<file path="config.mk">
export PLATFORM = sky130hd
export DESIGN_NAME = morse_tx_ctrl
export DESIGN_NICKNAME = d
export VERILOG_FILES = /design/src/rtl/morse_pkg.sv /design/src/rtl/morse_tick_gen.sv /design/src/rtl/morse_tx_ctrl.sv
export SDC_FILE = /design/constraint.sdc
export NUM_CORES = 1
export LEC_CHECK = 0
export BUFFER_PORTS_ARGS = -buffer_cell sky130_fd_sc_hd__buf_2
export CAP_MARGIN = 20
export CORE_UTILIZATION = 44
export CTS_CLUSTER_SIZE = 25
export DETAILED_ROUTE_END_ITERATION = 10
export SLEW_MARGIN = 20
export SYNTH_ARGS = -nofsm -noshare
export SYNTH_HDL_FRONTEND = slang
export SYNTH_SLANG_ARGS = --single-unit
</file>
<file path="constraint.sdc">
create_clock -name clk -period 3.3 [get_ports clk]
set_input_delay 0.66 -clock clk [delete_from_list [all_inputs] [get_ports clk]]
set_output_delay 0.66 -clock clk [all_outputs]
set_load 0.01 [all_outputs]
</file>
<file path="src/rtl/morse_pkg.sv">
// Shared definitions for the Morse letter transmitter: state encoding,
// letter pattern/length lookup and default unit timing.
package morse_pkg;

    typedef enum logic [1:0] {
        IDLE = 2'd0,
        MARK = 2'd1,
        GAP  = 2'd2,
        DONE = 2'd3
    } state_e;

    localparam int unsigned DEF_DOT_UNITS    = 1;
    localparam int unsigned DEF_DASH_UNITS   = 3;
    localparam int unsigned DEF_GAP_UNITS    = 1;
    localparam int unsigned LETTER_GAP_UNITS = 3;

    // Dot/dash pattern per letter, sent LSB first, 1 = dash.
    function automatic logic [3:0] letter_pattern(input logic [2:0] idx);
        logic [3:0] pat;
        case (idx)
            3'd0:    pat = 4'b0010; // A .-
            3'd1:    pat = 4'b0001; // B -...
            3'd2:    pat = 4'b0101; // C -.-.
            3'd3:    pat = 4'b0001; // D -..
            3'd4:    pat = 4'b0000; // E .
            3'd5:    pat = 4'b0100; // F ..-.
            3'd6:    pat = 4'b0011; // G --.
            default: pat = 4'b0000; // H ....
        endcase
        return pat;
    endfunction

    // Number of marks per letter.
    function automatic logic [2:0] letter_len(input logic [2:0] idx);
        logic [2:0] len;
        case (idx)
            3'd0:    len = 3'd2;
            3'd1:    len = 3'd4;
            3'd2:    len = 3'd4;
            3'd3:    len = 3'd3;
            3'd4:    len = 3'd1;
            3'd5:    len = 3'd4;
            3'd6:    len = 3'd3;
            default: len = 3'd4;
        endcase
        return len;
    endfunction

    function automatic int unsigned max_u(input int unsigned a, input int unsigned b);
        return (a > b) ? a : b;
    endfunction

endpackage

</file>
<file path="src/rtl/morse_tick_gen.sv">
// Unit-time tick generator: pulses unit_tick for one cycle every TICK_DIV
// cycles, counted from the last cycle clr was high.
module morse_tick_gen #(
    parameter int unsigned TICK_DIV = 25000000
) (
    input  logic clk,
    input  logic reset,
    input  logic clr,
    output logic unit_tick
);

    localparam int unsigned CW = (TICK_DIV > 2) ? $clog2(TICK_DIV) : 1;
    localparam logic [CW-1:0] CNT_LAST = CW'(TICK_DIV - 1);

    logic [CW-1:0] cnt_q, cnt_d;

    assign unit_tick = (cnt_q == CNT_LAST);

    // Next count: restart on clr, wrap at the end of each unit.
    always_comb begin
        cnt_d = cnt_q + 1'b1;
        if (clr || unit_tick) begin
            cnt_d = '0;
        end
    end

    // Cycle counter register.
    always_ff @(posedge clk or negedge reset) begin
        if (!reset) begin
            cnt_q <= '0;
        end else begin
            cnt_q <= cnt_d;
        end
    end

endmodule

</file>
<file path="src/rtl/morse_tx_ctrl.sv">
// Morse letter sequencer (A-H): latches a letter on start, then drives
// tx_out through its marks and intra-letter gaps in unit-time steps.
// Optional feature macro: MORSE_LETTER_GAP_EN adds a 3-unit inter-letter
// gap after the final mark, before the done pulse.
module morse_tx_ctrl
    import morse_pkg::*;
#(
    parameter int unsigned TICK_DIV   = 25000000,
    parameter int unsigned DOT_UNITS  = DEF_DOT_UNITS,
    parameter int unsigned DASH_UNITS = DEF_DASH_UNITS,
    parameter int unsigned GAP_UNITS  = DEF_GAP_UNITS
) (
    input  logic       clk,
    input  logic       reset,
    input  logic       start,
    input  logic [2:0] letter,
    output logic       tx_out,
    output logic       busy,
    output logic       done
);

    localparam int unsigned MAX_U = max_u(max_u(DOT_UNITS, DASH_UNITS),
                                          max_u(GAP_UNITS, LETTER_GAP_UNITS));
    localparam int unsigned UW = (MAX_U > 2) ? $clog2(MAX_U) : 1;

    localparam logic [UW-1:0] DOT_LAST  = UW'(DOT_UNITS - 1);
    localparam logic [UW-1:0] DASH_LAST = UW'(DASH_UNITS - 1);
    localparam logic [UW-1:0] GAP_LAST  = UW'(GAP_UNITS - 1);
    localparam logic [UW-1:0] LGAP_LAST = UW'(LETTER_GAP_UNITS - 1);

    state_e        state_q, state_d;
    logic [3:0]    pat_q, pat_d;
    logic [2:0]    rem_q, rem_d;
    logic [UW-1:0] units_q, units_d;
    logic          unit_tick;
    logic          clr;
    logic [UW-1:0] mark_last;
    logic [UW-1:0] gap_last;

    // A gap with no marks remaining is the inter-letter gap.
    assign mark_last = pat_q[0] ? DASH_LAST : DOT_LAST;
    assign gap_last  = (rem_q == 3'd0) ? LGAP_LAST : GAP_LAST;

    // Restart unit timing on every state entry, and hold it idle in IDLE.
    assign clr = (state_d != state_q) || (state_q == IDLE);

    morse_tick_gen #(
        .TICK_DIV (TICK_DIV)
    ) u_tick (
        .clk       (clk),
        .reset     (reset),
        .clr       (clr),
        .unit_tick (unit_tick)
    );

    // Next-state logic: letter latch, per-state unit counting, pattern shift.
    always_comb begin
        state_d = state_q;
        pat_d   = pat_q;
        rem_d   = rem_q;
        units_d = units_q;
        case (state_q)
            IDLE: begin
                units_d = '0;
                if (start) begin
                    pat_d   = letter_pattern(letter);
                    rem_d   = letter_len(letter);
                    state_d = MARK;
                end
            end
            MARK: begin
                if (unit_tick) begin
                    if (units_q == mark_last) begin
                        units_d = '0;
                        pat_d   = pat_q >> 1;
                        rem_d   = rem_q - 3'd1;
                        if (rem_q == 3'd1) begin
`ifdef MORSE_LETTER_GAP_EN
                            state_d = GAP;
`else
                            state_d = DONE;
`endif
                        end else begin
                            state_d = GAP;
                        end
                    end else begin
                        units_d = units_q + 1'b1;
                    end
                end
            end
            GAP: begin
                if (unit_tick) begin
                    if (units_q == gap_last) begin
                        units_d = '0;
                        state_d = (rem_q == 3'd0) ? DONE : MARK;
                    end else begin
                        units_d = units_q + 1'b1;
                    end
                end
            end
            default: begin
                units_d = '0;
                state_d = IDLE;
            end
        endcase
    end

    // Controller state registers.
    always_ff @(posedge clk or negedge reset) begin
        if (!reset) begin
            state_q <= IDLE;
            pat_q   <= '0;
            rem_q   <= '0;
            units_q <= '0;
        end else begin
            state_q <= state_d;
            pat_q   <= pat_d;
            rem_q   <= rem_d;
            units_q <= units_d;
        end
    end

    // Outputs decoded from state only.
    always_comb begin
        tx_out = (state_q == MARK);
        busy   = (state_q != IDLE);
        done   = (state_q == DONE);
    end

endmodule

</file>
Word-level counts from Yosys, hierarchy flattened
Cells that the tools add are included.
- flip-flop bits (word level): 36
- bits in latches: 0
- RAM bits: 0
- memory bits (read-only): 0
- input bits: 6
- output and inout port bits: 3
- logic and storage cells: 63
- memories kept: 0
- $add $sub $neg: 3
- $mul: 0
- divide/modulo/power cells: 0
- $lt $le $gt $ge: 0
- equality and inequality tests: 18
- shifts and indexed selects: 0
- mux-type cells: 26
- bitwise logic cells: 0
- reductions and logical operators: 11
- operator list (operator ; number):
    adder 25 x 1 -> 25 bit (second input constant) ; 1
    == test 25 bit (second input constant) ; 1
    two-way mux 25 bit ; 1
    two-way mux 2 bit ; 12
    one-hot mux 3 bit (5 select lines) ; 1
    two-way mux 4 bit ; 3
    == test 3 bit (second input constant) ; 3
    two-way mux 3 bit ; 3
    one-hot mux 3 bit (3 select lines) ; 1
    one-hot mux 4 bit (2 select lines) ; 1
    == test 3 x 1 -> 1 bit (second input constant) ; 2
    == test 3 x 2 -> 1 bit (second input constant) ; 2
    zero test 3 bit ; 2
    != test 2 x 1 -> 1 bit (second input constant) ; 3
    one-hot mux 2 bit (3 select lines) ; 1
    one-hot mux 3 bit (2 select lines) ; 1
    == test 2 bit ; 2
    == test 2 bit (second input constant) ; 2
    one-hot mux 2 bit (2 select lines) ; 1
    AND reduction 4 bit ; 1
    nonzero test 2 bit ; 2
    OR reduction 2 bit ; 2
    subtractor 3 x 1 -> 3 bit (second input constant) ; 1
    adder 2 x 1 -> 2 bit (second input constant) ; 1
    other kinds (7) ; 8

Depth between registers and ports, before layout
Gate-level depths: netlist (run 1).
- word-level depth: 10
- mapped depth: 9

Hierarchy
A second synthesis (run 1) with hierarchy kept.
- cells, all modules: 247
- area total of the unflattened synthesis: 2188.3 µm²
- modules (own cells, without submodules) (module ; instances ; cells an instance ; area each (µm²) ; seq. area each (µm²)):
    morse_tick_gen ; 1 ; 141 ; 1327.5 ; 625.6
    morse_tx_ctrl ; 1 ; 106 ; 860.8 ; 250.2

Worst setup path after synthesis (run 1)
Ideal clock, no wire load.
- kind: flip-flop to flip-flop
- start point: register u_tick.cnt_q[0]
- end point: register u_tick.cnt_q[11]
- setup time: 0.134 ns
- data arrival time: 2.452 ns
- path slack: 0.714 ns
- stages on the path, launching flop included: 9
- path buffers: 1
- period minus slack after synthesis: 2.586 ns
- cell sequence: dfrtp_1 > ha_1 > nand3_2 > or4_4 > or3_1 > a221o_1 > a211oi_4 > buf_6 > nor3_1
- cells in the longest elaborated chain, start to end: 7
- elaborated cells on any way between the ends: 9
- those cells by class: add/sub: 1; eq/ne: 2; mux: 4; reduce/logical: 2
- ends and longest elaborated chain (what ; line ; text):
    start, declared ; morse_tick_gen.sv:15 ; logic [CW-1:0] cnt_q, cnt_d;
    start signal, assigned ; morse_tick_gen.sv:32 ; cnt_q <= cnt_d;
    == test 25 bit ; morse_tick_gen.sv:17 ; assign unit_tick = (cnt_q == CNT_LAST);
    two-way mux 2 bit (on tied branches) ; morse_tx_ctrl.sv:92, morse_tx_ctrl.sv:72 ;
    one-hot mux 2 bit (3 select lines) ; morse_tx_ctrl.sv:62 ; case (state_q)
    != test 2 bit ; morse_tx_ctrl.sv:45 ; assign clr = (state_d != state_q) || (state_q == IDLE);
    logical OR 1 bit ; morse_tx_ctrl.sv:45 ;
    logical OR 1 bit ; morse_tick_gen.sv:22 ; if (clr || unit_tick) begin
    two-way mux 25 bit * ; morse_tick_gen.sv:22 ;
    net u_tick.cnt_d[11] ; morse_tick_gen.sv:15 ;
The timed path passes the listed nets; every way through them passes the cells marked *.
A chain may end at the register's enable or synchronous reset.

Worst setup path after layout (run 1)
- start point: register u_tick.cnt_q[0]
- end point: register u_tick.cnt_q[0]
The elaborated chain is that of the path after synthesis.

==> flow_metrics.env, run 1 <==
export IMPL_path_cells="ha_1, nand3_2, or4_4, or3_1, a221o_1, a211oi_4, buf_4, nor4b_1"
export IMPL_arrival_ns=2.90
export IMPL_antenna_found_initial=0
export IMPL_cp_slowest_cell="or4_4"
export IMPL_cts_hold_buffers_added=0
export IMPL_drtAntennaViolNets=0
export IMPL_critPathMaxStageDelay_ns=0.57
export IMPL_synthCells=256
export IMPL_htreeDepth=2
export IMPL_cts_root_buf="clkbuf_8"
export IMPL_worst_pin_slew_ns=0.789
export IMPL_die_y_um=73.7
export IMPL_cts_buffer_depth=2
export IMPL_place_inst=324
export IMPL_relSlewSlack_pct=47.4
export IMPL_ys_seq_area_share_pct=38.7
export IMPL_synth_seq_cells=35
export IMPL_ctsResizeCount=0
export IMPL_grt_pass1_wl_um=7870
export IMPL_cap_violations=0
export IMPL_critical_path_class="reg2reg"
export IMPL_fmax_mhz=364
export IMPL_postCtsSetupRepairBufs=0
export IMPL_setup_tns_ns=0
export IMPL_yosysTopAreaCell="dfrtp_1"
export IMPL_first_pass_iters=4
export IMPL_hold_viol_final=0
export IMPL_ys_warn_count=0
export IMPL_first_global_vias=1628
export IMPL_antenna_cells=0
export IMPL_critPathCaptureType="flip-flop"
export IMPL_ios=9
export IMPL_rsz0062_at_grt="false"
export IMPL_die_area_mm2=0.00544
export IMPL_wl_um=4510
export IMPL_power_density_mw_per_mm2=335
export IMPL_remaining_drc_errors=0
export IMPL_syn_area_mm2=0.00226
export IMPL_gp_congestion=0.776
export IMPL_vias=1754
export IMPL_synth_edff_count=0
export IMPL_final_common_cell="dfrtp_1"
export IMPL_syn_avg_cell_area_um2=8.85
export IMPL_std_cell_rows=25
export IMPL_worstSetupStartpointType="flip-flop"
export IMPL_synth_flop_cell="dfrtp_1"
export IMPL_fin_crit_sh_pct=83.1
export IMPL_grt_max_degree=36
export IMPL_layout_common_cells="dfrtp_1, nand2_1, nor3_1, xnor2_1, nor2_1"
export IMPL_path_clk_slew_ns=0.07
export IMPL_crit_required_ns=3.46
export IMPL_drive_above_1_share_pct=9.81
export IMPL_insertion_delay_ns=0.29
export IMPL_clock_skew_ns=0.00764
export IMPL_ys_top_cells_by_area="dfrtp_1, xnor2_1, nor3_1"
export IMPL_port_buffers=8
export IMPL_power_leakage_nw=1.11
export IMPL_max_vdd_ir_drop_uv=164
export IMPL_syn_to_final_growth_pct=8.84
export IMPL_wl_per_cell_um=13.6
export IMPL_cts_sinks=35
export IMPL_yosysTopAreaCellShare_pct=38.7
export IMPL_synth_cell_types=49
export IMPL_die_w_um=73.7
export IMPL_crit_buf_inv=1
export IMPL_via_per_inst=5.28
export IMPL_start_util_pct=46.7
export IMPL_final_cells=332
export IMPL_cts_tree="done"
export IMPL_drt_iter0_markers=76
export IMPL_grt_use_total_pct=19.2
export IMPL_critPathTopFamily="simple AND/OR/NAND/NOR gates"
export IMPL_hp_class="in2async"
export IMPL_fin_crit_ns=2.74
export IMPL_hpwl_um=3030
export IMPL_status="finished, final reports clean"
export IMPL_async_flop_share_pct=100
export IMPL_nets=278
export IMPL_grt_ovfl_total=0
export IMPL_setup_viol=0
export IMPL_synth_fp_nets=270
export IMPL_cts_buffers=5
export IMPL_core_area_mm2=0.00485
export IMPL_drv_slew=0
export IMPL_path_max_fanout=25
[cells in the mapped netlist, types with 4 or more instances]
library cell,count
nand3_1,8
o21ai_0,5
clkbuf_1,8
nor2b_1,4
nand2_1,34
a21oi_1,6
a211oi_1,4
inv_1,11
dfrtp_1,35
and3_1,6
nor4b_1,4
nor3_1,26
ha_1,8
nor2_1,15
xnor2_1,16
xor2_1,11
nand4_1,7
[stage by stage]
step	hold slack [ns]	power (W)	worst slack, ns	instance area (µm²)	utilization (%)
floorplan	0.364	0.000471	0.714	2260	-
global placement	0.445	0.000488	0.631	2360	48.8
detailed placement	0.453	0.000489	0.586	2360	48.8
CTS	0.480	0.000839	0.542	2460	50.8
global route	0.510	0.000868	0.228	2460	50.8
finish	0.449	0.000826	0.556	2460	50.8
[cell families after synthesis]
kind of cell	after synthesis	synth area share, %
xor+xnor	27	10.4
fa+ha+maj	8	4.42
simple gates	127	30.1
compound gates	33	10.5
mux	3	1.38
flops	35	38.7
buf+inv	23	4.53
[final timing paths]
path	start	end	slack (ns)	cells after the start
min in group clk	rem_q[1]$_DFFE_PN0P_	rem_q[1]$_DFFE_PN0P_	0.48	1
worst max register to register	u_tick.cnt_q[0]$_DFF_PN0_	u_tick.cnt_q[0]$_DFF_PN0_	0.56	8
max in group asynchronous	reset	u_tick.cnt_q[9]$_DFF_PN0_	2.35	1
worst min-delay path	reset	u_tick.cnt_q[20]$_DFF_PN0_	0.45	1
worst min register to register	rem_q[1]$_DFFE_PN0P_	rem_q[1]$_DFFE_PN0P_	0.48	1
worst max-delay path	u_tick.cnt_q[0]$_DFF_PN0_	u_tick.cnt_q[0]$_DFF_PN0_	0.56	8
[per-layer routing]
metal | share of wire [%] | vias up | GRT usage, %
met4 | 1.3 | 0 | 7.05
met3 | 3.2 | 7 | 4.12
met1 | 49 | 799 | 25.2
met5 | 0 | - | 0
li1 | - | 927 | -
met2 | 46 | 21 | 31.0
[report_power, final]
group          internal, W  switching, W
Sequential        0.000433    0.00000429
Clock             0.000191      0.000157
Combinational    0.0000160     0.0000252
Total             0.000640      0.000186
[area by class of cell]
type                            instances  area, µm²
Fill cell                             472       2380
Multi-Input combinational cell        198       1290
Sequential cell                        35        876
Clock buffer                            8        100
Tap cell                               67       83.8
Timing Repair Buffer                   13       77.6
Inverter                               11       41.3
[state kept, by name, summed over array words and instances, names as in the netlist]
| name | cells |
|---|---|
| pat_q | 3 |
| units_q | 2 |
| state_q | 2 |
| u_tick.cnt_q | 25 |
| rem_q | 3 |
(Power assumes the default switching activity.)
==> run 2, diff against run 1 <==
==> constraint.sdc (replaced) <==
create_clock -name clk -period 2.62 [get_ports clk]
set_input_delay 0.524 -clock clk [delete_from_list [all_inputs] [get_ports clk]]
set_output_delay 0.524 -clock clk [all_outputs]
set_load 0.01 [all_outputs]
==> flow_metrics.env, run 2 (synthesized netlist as in run 1, its figures left out) <==
export IMPL_cp_slowest_cell="or4_4"
export IMPL_gp_congestion=0.753
export IMPL_remaining_drc_errors=0
export IMPL_insertion_delay_ns=0.28
export IMPL_wl_um=4700
export IMPL_r2r_setup_slack_ns=0.02
export IMPL_cts_buffers=5
export IMPL_fin_crit_ns=2.60
export IMPL_arrival_ns=2.77
export IMPL_vias=1830
export IMPL_fin_ws_ns=0.0165
export IMPL_worst_pin_slew_ns=0.786
export IMPL_postCtsSetupRepairBufs=0
export IMPL_syn_to_final_growth_pct=14.0
export IMPL_dp_slack_ns=0.0143
export IMPL_cts_tree="done"
export IMPL_largest_register_ffs=25
export IMPL_hp_class="in2async"
export IMPL_cap_violations=0
export IMPL_grt_pass1_wl_um=8000
export IMPL_cts_buffer_depth=2
export IMPL_multi_input_area_mm2=0.00130
export IMPL_setup_viol=0
export IMPL_antenna_cells=0
export IMPL_power_density_mw_per_mm2=385
export IMPL_top_regs="u_tick.cnt_q: 25 flops, pat_q: 3 flops, rem_q: 3 flops"
export IMPL_crit_required_ns=2.79
export IMPL_fin_crit_sh_pct=99.4
export IMPL_cts_hold_buffers_added=0
export IMPL_first_pass_iters=4
export IMPL_ctsResizeCount=1
export IMPL_hold_slack_ns=0.322
export IMPL_path_max_fanout=25
export IMPL_fmax_mhz=384
export IMPL_critPathMaxStageDelay_ns=0.56
export IMPL_drive_above_1_share_pct=14.7
export IMPL_registers_top_by_ff_count="u_tick.cnt_q"
export IMPL_max_vdd_ir_drop_uv=243
export IMPL_first_global_vias=1686
export IMPL_critPathTopFamily="simple AND/OR/NAND/NOR gates"
export IMPL_layout_common_cells="dfrtp_1, nand2_1, nor3_1, xnor2_1, buf_4"
export IMPL_drtAntennaViolNets=0
export IMPL_power_leakage_nw=1.17
export IMPL_relSlewSlack_pct=46.3
export IMPL_status="finished, final reports clean"
export IMPL_worstSetupStartpointType="flip-flop"
export IMPL_critPathCaptureType="flip-flop"
export IMPL_grt_ovfl_total=0
export IMPL_drt_iter0_markers=86
export IMPL_crit_buf_inv=1
export IMPL_final_common_cell="dfrtp_1"
export IMPL_start_util_pct=46.7
export IMPL_die_area_mm2=0.00544
export IMPL_cts_root_buf="clkbuf_8"
export IMPL_cts_sinks=35
export IMPL_die_y_um=73.7
export IMPL_grt_max_degree=36
export IMPL_nets=291
export IMPL_rsz0062_at_grt="true"
export IMPL_hpwl_um=3150
export IMPL_port_buffers=8
export IMPL_drv_slew=0
export IMPL_clock_skew_ns=0.00592
export IMPL_path_cells="ha_2, nand3_2, or4_4, or3_4, a221o_1, a211oi_4, buf_12, nor3_1"
export IMPL_hold_viol_final=0
export IMPL_std_cell_rows=25
export IMPL_die_w_um=73.7
export IMPL_via_per_inst=5.30
export IMPL_antenna_found_initial=0
export IMPL_wl_per_cell_um=13.6
export IMPL_htreeDepth=2
export IMPL_core_area_mm2=0.00485
export IMPL_seqCellArea_um2=876
export IMPL_fillers=481
export IMPL_path_clk_slew_ns=0.07
export IMPL_critical_path_class="reg2reg"
export IMPL_grt_use_total_pct=19.4
export IMPL_ios=9
[run 2: per-layer routing]
metal	GRT usage [%]	vias to the layer above	share of wire [%]
li1	-	948	-
met1	25.2	858	50
met2	32.2	19	47
met3	4.12	5	2.1
met4	5.77	0	0.98
met5	0	-	0
[run 2: per-stage QoR]
step           area (µm²)  power [W]  setup TNS (ns)  util [%]  cells
2_1_floorplan        2260   0.000593               0         -    256
3_3_place_gp         2490   0.000621               0      51.3    337
3_5_place_dp         2490   0.000622               0      51.3    337
4_1_cts              2570    0.00102               0      53.0    345
5_1_grt              2580    0.00104           -1.93      53.3    345
6_report             2580   0.000994               0      53.3    345
[run 2: final cells by class]
cell class                      instances  area share [%]
Inverter                               11            1.60
Clock inverter                          1           0.194
Timing Repair Buffer                   26            7.75
Sequential cell                        35            33.9
Clock buffer                            7            2.96
Multi-Input combinational cell        198            50.3
Tap cell                               67            3.25
[run 2: final timing paths]
path / cells after the start / end / startpoint
max: 8 / u_tick.cnt_q[14]$_DFF_PN0_ / u_tick.cnt_q[0]$_DFF_PN0_
min: 1 / u_tick.cnt_q[20]$_DFF_PN0_ / reset
max reg2reg: 8 / u_tick.cnt_q[14]$_DFF_PN0_ / u_tick.cnt_q[0]$_DFF_PN0_
min reg2reg: 1 / u_tick.cnt_q[0]$_DFF_PN0_ / u_tick.cnt_q[0]$_DFF_PN0_
max in group asynchronous: 1 / pat_q[1]$_DFFE_PN0P_ / reset
min in group clk: 1 / u_tick.cnt_q[0]$_DFF_PN0_ / u_tick.cnt_q[0]$_DFF_PN0_
[run 2: power breakdown]
part / switching (W) / internal, W
clock network: 0.000196 / 0.000187
logic: 0.0000361 / 0.0000255
registers: 0.00000347 / 0.000546
